<file path="src/rtl/game_ctrl_if.sv">
// Signal bundle between the match sequencer and the puck datapath / VGA overlay.
// Event semantics: inputs are level signals sampled on clk; rising edges form the events.
interface game_ctrl_if;
  logic       prev_clk_cursor;
  logic       clk_cursor;
  logic       btn_start;
  logic       collide1;
  logic       collide2;
  logic       puck_clr;
  logic [3:0] score1;
  logic [3:0] score2;
  logic       game_over;
  logic       winner;
  logic [2:0] state;

  modport master (
    output prev_clk_cursor, clk_cursor, btn_start, collide1, collide2,
    input  puck_clr, score1, score2, game_over, winner, state
  );

  modport slave (
    input  prev_clk_cursor, clk_cursor, btn_start, collide1, collide2,
    output puck_clr, score1, score2, game_over, winner, state
  );
endinterface

</file>
<file path="src/rtl/game_ctrl.sv">
// Air-hockey match sequencer: IDLE -> SERVE -> PLAY -> GOAL -> OVER, scores and winner.
// All outputs are registered; the FSM state is exported on bus.state.
module game_ctrl #(
  parameter int WIN_SCORE   = 7,
  parameter int SERVE_TICKS = 30,
  parameter int GOAL_TICKS  = 60
) (
  input logic        clk,
  input logic        clr_n,
  game_ctrl_if.slave bus
);

  typedef enum logic [2:0] {
    IDLE  = 3'd0,
    SERVE = 3'd1,
    PLAY  = 3'd2,
    GOAL  = 3'd3,
    OVER  = 3'd4
  } state_t;

  localparam logic [3:0] WIN_LIM   = 4'(WIN_SCORE);
  localparam logic [7:0] SERVE_LIM = 8'(SERVE_TICKS);
  localparam logic [7:0] GOAL_LIM  = 8'(GOAL_TICKS);

  state_t     state_q, state_d;
  logic [7:0] cnt_q, cnt_d;
  logic [3:0] score1_q, score1_d;
  logic [3:0] score2_q, score2_d;
  logic       winner_q, winner_d;
  logic       puck_clr_q, game_over_q;

  logic start_s1, start_s2, start_s3;
  logic c1_q, c2_q;
  logic tick, start_ev, goal1_ev, goal2_ev, can_score;

  assign tick      = ~bus.prev_clk_cursor & bus.clk_cursor;
  assign start_ev  = start_s2 & ~start_s3;
  assign goal1_ev  = bus.collide1 & ~c1_q;
  assign goal2_ev  = bus.collide2 & ~c2_q;
  assign can_score = (score1_q < WIN_LIM) && (score2_q < WIN_LIM);

  // btn_start is asynchronous: two flops of synchronisation, a third for the edge.
  always_ff @(posedge clk or negedge clr_n) begin
    if (!clr_n) begin
      start_s1 <= 1'b0;
      start_s2 <= 1'b0;
      start_s3 <= 1'b0;
      c1_q     <= 1'b0;
      c2_q     <= 1'b0;
    end else begin
      start_s1 <= bus.btn_start;
      start_s2 <= start_s1;
      start_s3 <= start_s2;
      c1_q     <= bus.collide1;
      c2_q     <= bus.collide2;
    end
  end

  always_comb begin
    state_d  = state_q;
    cnt_d    = cnt_q;
    score1_d = score1_q;
    score2_d = score2_q;
    winner_d = winner_q;
    case (state_q)
      IDLE: begin
        if (start_ev) begin
          score1_d = 4'd0;
          score2_d = 4'd0;
          cnt_d    = 8'd0;
          state_d  = SERVE;
        end
      end
      SERVE: begin
        if (tick) begin
          if (cnt_q + 8'd1 == SERVE_LIM) begin
            cnt_d   = 8'd0;
            state_d = PLAY;
          end else begin
            cnt_d = cnt_q + 8'd1;
          end
        end
      end
      PLAY: begin
        // goal1 (left goal, point to player 2) has priority on a simultaneous hit
        if (goal1_ev) begin
          if (can_score) score2_d = score2_q + 4'd1;
          cnt_d   = 8'd0;
          state_d = GOAL;
        end else if (goal2_ev) begin
          if (can_score) score1_d = score1_q + 4'd1;
          cnt_d   = 8'd0;
          state_d = GOAL;
        end
      end
      GOAL: begin
        if (tick) begin
          if (cnt_q + 8'd1 == GOAL_LIM) begin
            cnt_d = 8'd0;
            if (score1_q == WIN_LIM || score2_q == WIN_LIM) begin
              state_d  = OVER;
              winner_d = (score2_q == WIN_LIM);
            end else begin
              state_d = SERVE;
            end
          end else begin
            cnt_d = cnt_q + 8'd1;
          end
        end
      end
      OVER: begin
        if (start_ev) begin
          score1_d = 4'd0;
          score2_d = 4'd0;
          cnt_d    = 8'd0;
          state_d  = SERVE;
        end
      end
      default: begin
        cnt_d   = 8'd0;
        state_d = IDLE;
      end
    endcase
  end

  // puck_clr and game_over follow the next state so they change on the transition edge.
  always_ff @(posedge clk or negedge clr_n) begin
    if (!clr_n) begin
      state_q     <= IDLE;
      cnt_q       <= 8'd0;
      score1_q    <= 4'd0;
      score2_q    <= 4'd0;
      winner_q    <= 1'b0;
      puck_clr_q  <= 1'b1;
      game_over_q <= 1'b0;
    end else begin
      state_q     <= state_d;
      cnt_q       <= cnt_d;
      score1_q    <= score1_d;
      score2_q    <= score2_d;
      winner_q    <= winner_d;
      puck_clr_q  <= (state_d == IDLE) || (state_d == SERVE) || (state_d == OVER);
      game_over_q <= (state_d == OVER);
    end
  end

  assign bus.state     = state_q;
  assign bus.score1    = score1_q;
  assign bus.score2    = score2_q;
  assign bus.winner    = winner_q;
  assign bus.puck_clr  = puck_clr_q;
  assign bus.game_over = game_over_q;

endmodule

</file>
<file path="src/flat_wrapper.sv">
// flat-port wrapper written by rule: the top's interface ports become plain ports
module game_ctrl_flat 
#(
  parameter int WIN_SCORE   = 7,
  parameter int SERVE_TICKS = 30,
  parameter int GOAL_TICKS  = 60
)
  (clk, clr_n, bus_prev_clk_cursor, bus_clk_cursor, bus_btn_start, bus_collide1, bus_collide2, bus_puck_clr, bus_score1, bus_score2, bus_game_over, bus_winner, bus_state);
  game_ctrl_if bus_i ();
  input logic clk;
  input logic clr_n;
  input wire logic [$bits(bus_i.prev_clk_cursor)-1:0] bus_prev_clk_cursor;
  input wire logic [$bits(bus_i.clk_cursor)-1:0] bus_clk_cursor;
  input wire logic [$bits(bus_i.btn_start)-1:0] bus_btn_start;
  input wire logic [$bits(bus_i.collide1)-1:0] bus_collide1;
  input wire logic [$bits(bus_i.collide2)-1:0] bus_collide2;
  output wire logic [$bits(bus_i.puck_clr)-1:0] bus_puck_clr;
  output wire logic [$bits(bus_i.score1)-1:0] bus_score1;
  output wire logic [$bits(bus_i.score2)-1:0] bus_score2;
  output wire logic [$bits(bus_i.game_over)-1:0] bus_game_over;
  output wire logic [$bits(bus_i.winner)-1:0] bus_winner;
  output wire logic [$bits(bus_i.state)-1:0] bus_state;
  assign bus_i.prev_clk_cursor = bus_prev_clk_cursor;
  assign bus_i.clk_cursor = bus_clk_cursor;
  assign bus_i.btn_start = bus_btn_start;
  assign bus_i.collide1 = bus_collide1;
  assign bus_i.collide2 = bus_collide2;
  assign bus_puck_clr = bus_i.puck_clr;
  assign bus_score1 = bus_i.score1;
  assign bus_score2 = bus_i.score2;
  assign bus_game_over = bus_i.game_over;
  assign bus_winner = bus_i.winner;
  assign bus_state = bus_i.state;
  game_ctrl #(.WIN_SCORE(WIN_SCORE), .SERVE_TICKS(SERVE_TICKS), .GOAL_TICKS(GOAL_TICKS)) u_core (.clk(clk), .clr_n(clr_n), .bus(bus_i));
endmodule
</file>
<file path="config.mk">
export PLATFORM = sky130hd
export DESIGN_NAME = game_ctrl_flat
export DESIGN_NICKNAME = d
export VERILOG_FILES = /design/src/rtl/game_ctrl_if.sv /design/src/rtl/game_ctrl.sv /design/src/flat_wrapper.sv
export SDC_FILE = /design/constraint.sdc
export NUM_CORES = 1
export LEC_CHECK = 0
export ABC_AREA = 1
export ABC_CLOCK_PERIOD_IN_PS = 1900
export CORE_MARGIN = 2
export CORE_UTILIZATION = 50
export DETAILED_ROUTE_END_ITERATION = 8
export PLACE_DENSITY_LB_ADDON = 0.15
export SLEW_MARGIN = 20
export SYNTH_ARGS = -nofsm -noshare
export SYNTH_HDL_FRONTEND = slang
export SYNTH_SLANG_ARGS = --single-unit
</file>
<file path="constraint.sdc">
create_clock -name clk -period 1.9 [get_ports clk]
set_input_delay 0.38 -clock clk [delete_from_list [all_inputs] [get_ports clk]]
set_output_delay 0.38 -clock clk [all_outputs]
set_load 0.01 [all_outputs]
</file>
==> impl_metrics.env <==
export IMPL_fin_crit_ps=1760
export IMPL_io_pins=21
export IMPL_critPathSlowestCell="dfstp_2"
export IMPL_syn_instance_count=217
export IMPL_grt_max_degree=28
export IMPL_routed_via_density=4.91
export IMPL_slew_headroom_pct=74.1
export IMPL_via_count=1449
export IMPL_yosysWarnings=0
export IMPL_grt_pass1_wl_um=5650
export IMPL_dp_cells=289
export IMPL_hp_class="flip-flop to flip-flop"
export IMPL_grt_util_met1_pct=29.3
export IMPL_drive_gt1_share_pct=16.3
export IMPL_post_route_period_util_pct=92.9
export IMPL_antenna_found_initial=0
export IMPL_diodes=0
export IMPL_synthTopCellsByArea="dfrtp_1, nand2_1, nand3_1, inv_1, nor2_1"
export IMPL_vdd_ir_drop_max_mv=0.589
export IMPL_dpl_hpwl_um=2510
export IMPL_std_cell_rows=20
export IMPL_fp_dieArea_um2=3700
export IMPL_crit_path_end_kind="primary output"
export IMPL_die_h_um=60.8
export IMPL_power_density_nw_per_um2=938
export IMPL_fin_nets=263
export IMPL_maxCapViolCount=0
export IMPL_first_iter_violations=74
export IMPL_syn_avg_cell_area_um2=7.43
export IMPL_syn_area_um2=1610
export IMPL_crit_type="flip-flop to primary output"
export IMPL_syn2layout_area_growth_pct=24.2
export IMPL_cts_inserted_buffers=3
export IMPL_busiest_layer="met2"
export IMPL_yosysUniqueCellTypes=25
export IMPL_overflow=0
export IMPL_drc=0
export IMPL_whs_ps=371
export IMPL_dpl_cell_area_um2=1930
export IMPL_clk_latency_ps=330
export IMPL_final_antenna_net_count=0
export IMPL_ctsHoldBuffers=0
export IMPL_gp_congestion=0.861
export IMPL_die_w_um=60.8
export IMPL_synth_net_count=228
export IMPL_fillers=280
export IMPL_tightest_slew_ps=387
export IMPL_gr_usage_met3_pct=4.48
export IMPL_start_util_pct=52.8
export IMPL_reg2reg_slack_ps=180
export IMPL_cts_htree_levels=1
export IMPL_fin_skew_ps=6.11
export IMPL_first_global_vias=1256
export IMPL_max_clock_freq_mhz=567
export IMPL_clk_pin_slew_ps=150
export IMPL_path_buf_inv=1
export IMPL_start_kind="flip-flop"
export IMPL_numPortBuffers=20
export IMPL_design_area_um2=2000
export IMPL_drv_slew=0
export IMPL_slowest_delay_ps=540
export IMPL_totalPowerFinal_uw=1880
export IMPL_path_cells="clkdlybuf4s50_1"
export IMPL_routed_wl_um=3390
export IMPL_met2_usage_pct=32.3
export IMPL_wire_per_inst_um=11.5
export IMPL_numClockSinks=27
export IMPL_cts_tree="yes"
export IMPL_ys_seq_area_share_pct=42.0
export IMPL_cts_root_buf="clkbuf_4"
export IMPL_ys_ff_latch=27
export IMPL_yosys_area_top_type_share_pct=40.3
export IMPL_coreArea_um2=3050
export IMPL_setup_viol=0
export IMPL_cp_data_required_time_ps=1520
export IMPL_synth_area_leader_cell="dfrtp_1"
export IMPL_arrival_ps=1380
export IMPL_p_leak_uw=0.000960
export IMPL_cts_buffer_depth=2
export IMPL_crit_fanout=1
export IMPL_dr_pass1_iters=4
export IMPL_path_delay_family="flip-flops"
export IMPL_outcome="completed"
export IMPL_setup_tns_ps=0
export IMPL_fin_cells=295
export IMPL_hold_viol=0
export IMPL_grt_usage_pct=20.3
[final cells by class]
type | count | area, µm² | share of cell area [%]
multi-input combinational | 156 | 831 | 41.5
sequential | 27 | 677 | 33.8
timing repair buffer | 32 | 290 | 14.5
inverter | 32 | 120 | 6.00
tap | 44 | 55.1 | 2.75
clock buffer | 3 | 22.5 | 1.12
clock inverter | 1 | 7.51 | 0.375
[worst paths after layout]
| path | startpoint | to | depth (start not counted) |
|---|---|---|---|
| worst max-delay path | u_core.bus.puck_clr$_DFF_PN1_ | bus_puck_clr | 1 |
| worst min-delay path | u_core.start_s1$_DFF_PN0_ | u_core.start_s2$_DFF_PN0_ | 0 |
| worst max register to register | u_core.cnt_q[0]$_DFFE_PN0P_ | u_core.bus.state[0]$_DFF_PN0_ | 10 |
| worst min register to register | u_core.start_s1$_DFF_PN0_ | u_core.start_s2$_DFF_PN0_ | 0 |
| max in group asynchronous | clr_n | u_core.bus.puck_clr$_DFF_PN1_ | 2 |
| min in group asynchronous | clr_n | u_core.cnt_q[6]$_DFFE_PN0P_ | 2 |
[Yosys cell counts]
master,instances
nand2_1,64
inv_1,28
dfrtp_1,26
nand3_1,25
nor2_1,17
o21ai_1,10
nand2_2,5
nand4_1,5
ha_1,4
nor2_2,4
nor2_4,4
a21oi_1,3
inv_2,3
nand3_2,3
o211ai_1,2
o21bai_1,2
o31ai_1,2
xnor2_1,2
xor2_1,2
buf_2,1
buf_4,1
clkinv_1,1
dfstp_2,1
nand2_4,1
o21ai_0,1
[metrics by stage]
step / setup slack, ps / utilization (%)
after floorplan: 285 / -
after global placement: 111 / 63.2
after detailed placement: 81.3 / 63.2
after CTS: 85.6 / 64.2
after global routing: -4.19 / 65.6
final: 135 / 65.6
[per-layer routing]
metal	up-vias	part of all wire, %
li1	755	-
met1	655	50
met2	37	45
met3	2	5.0
met4	0	0.62
met5	-	0
[report_power, final]
part | internal [µW] | switching (µW) | total, µW
Combinational | 389 | 421 | 810
Sequential | 684 | 127 | 811
Clock | 80.7 | 178 | 258
[cells by family after synthesis]
group / synth area share [%]
XOR/XNOR: 2.17
AO/OA/AOI/OAI: 7.14
buffers and inverters: 8.22
AND/OR/NAND/NOR: 37.4
adder cells (fa/ha/maj): 3.10
flip-flops: 42.0
[placed cells by master (no fill, tap or decap), types with 5 or more instances in the layout]
master	instances
nor2_1	16
nand4_1	5
nor2_4	7
clkdlybuf4s50_1	20
o21ai_1	10
nand2_2	6
inv_1	28
nand3_1	25
buf_4	12
nand2_1	63
dfrtp_1	26
[registers in the layout, indices dropped and copies added (netlist names)]
name,flops
u_core.bus.game_over,1
u_core.cnt_q,8
u_core.bus.puck_clr,1
u_core.start_s2,1
u_core.bus.score2,4
u_core.bus.score1,4
u_core.start_s3,1
u_core.c2_q,1
u_core.start_s1,1
u_core.bus.state,3
u_core.bus.winner,1
u_core.c1_q,1
[timing repair]
action                                 4_1_cts  5_1_grt
endpoints found under the hold margin        0        0
gates resized for setup                      0        7
setup endpoints to repair                    0       19
buffers inserted                             0        2
Note: power is estimated with default switching activity, not from simulation.
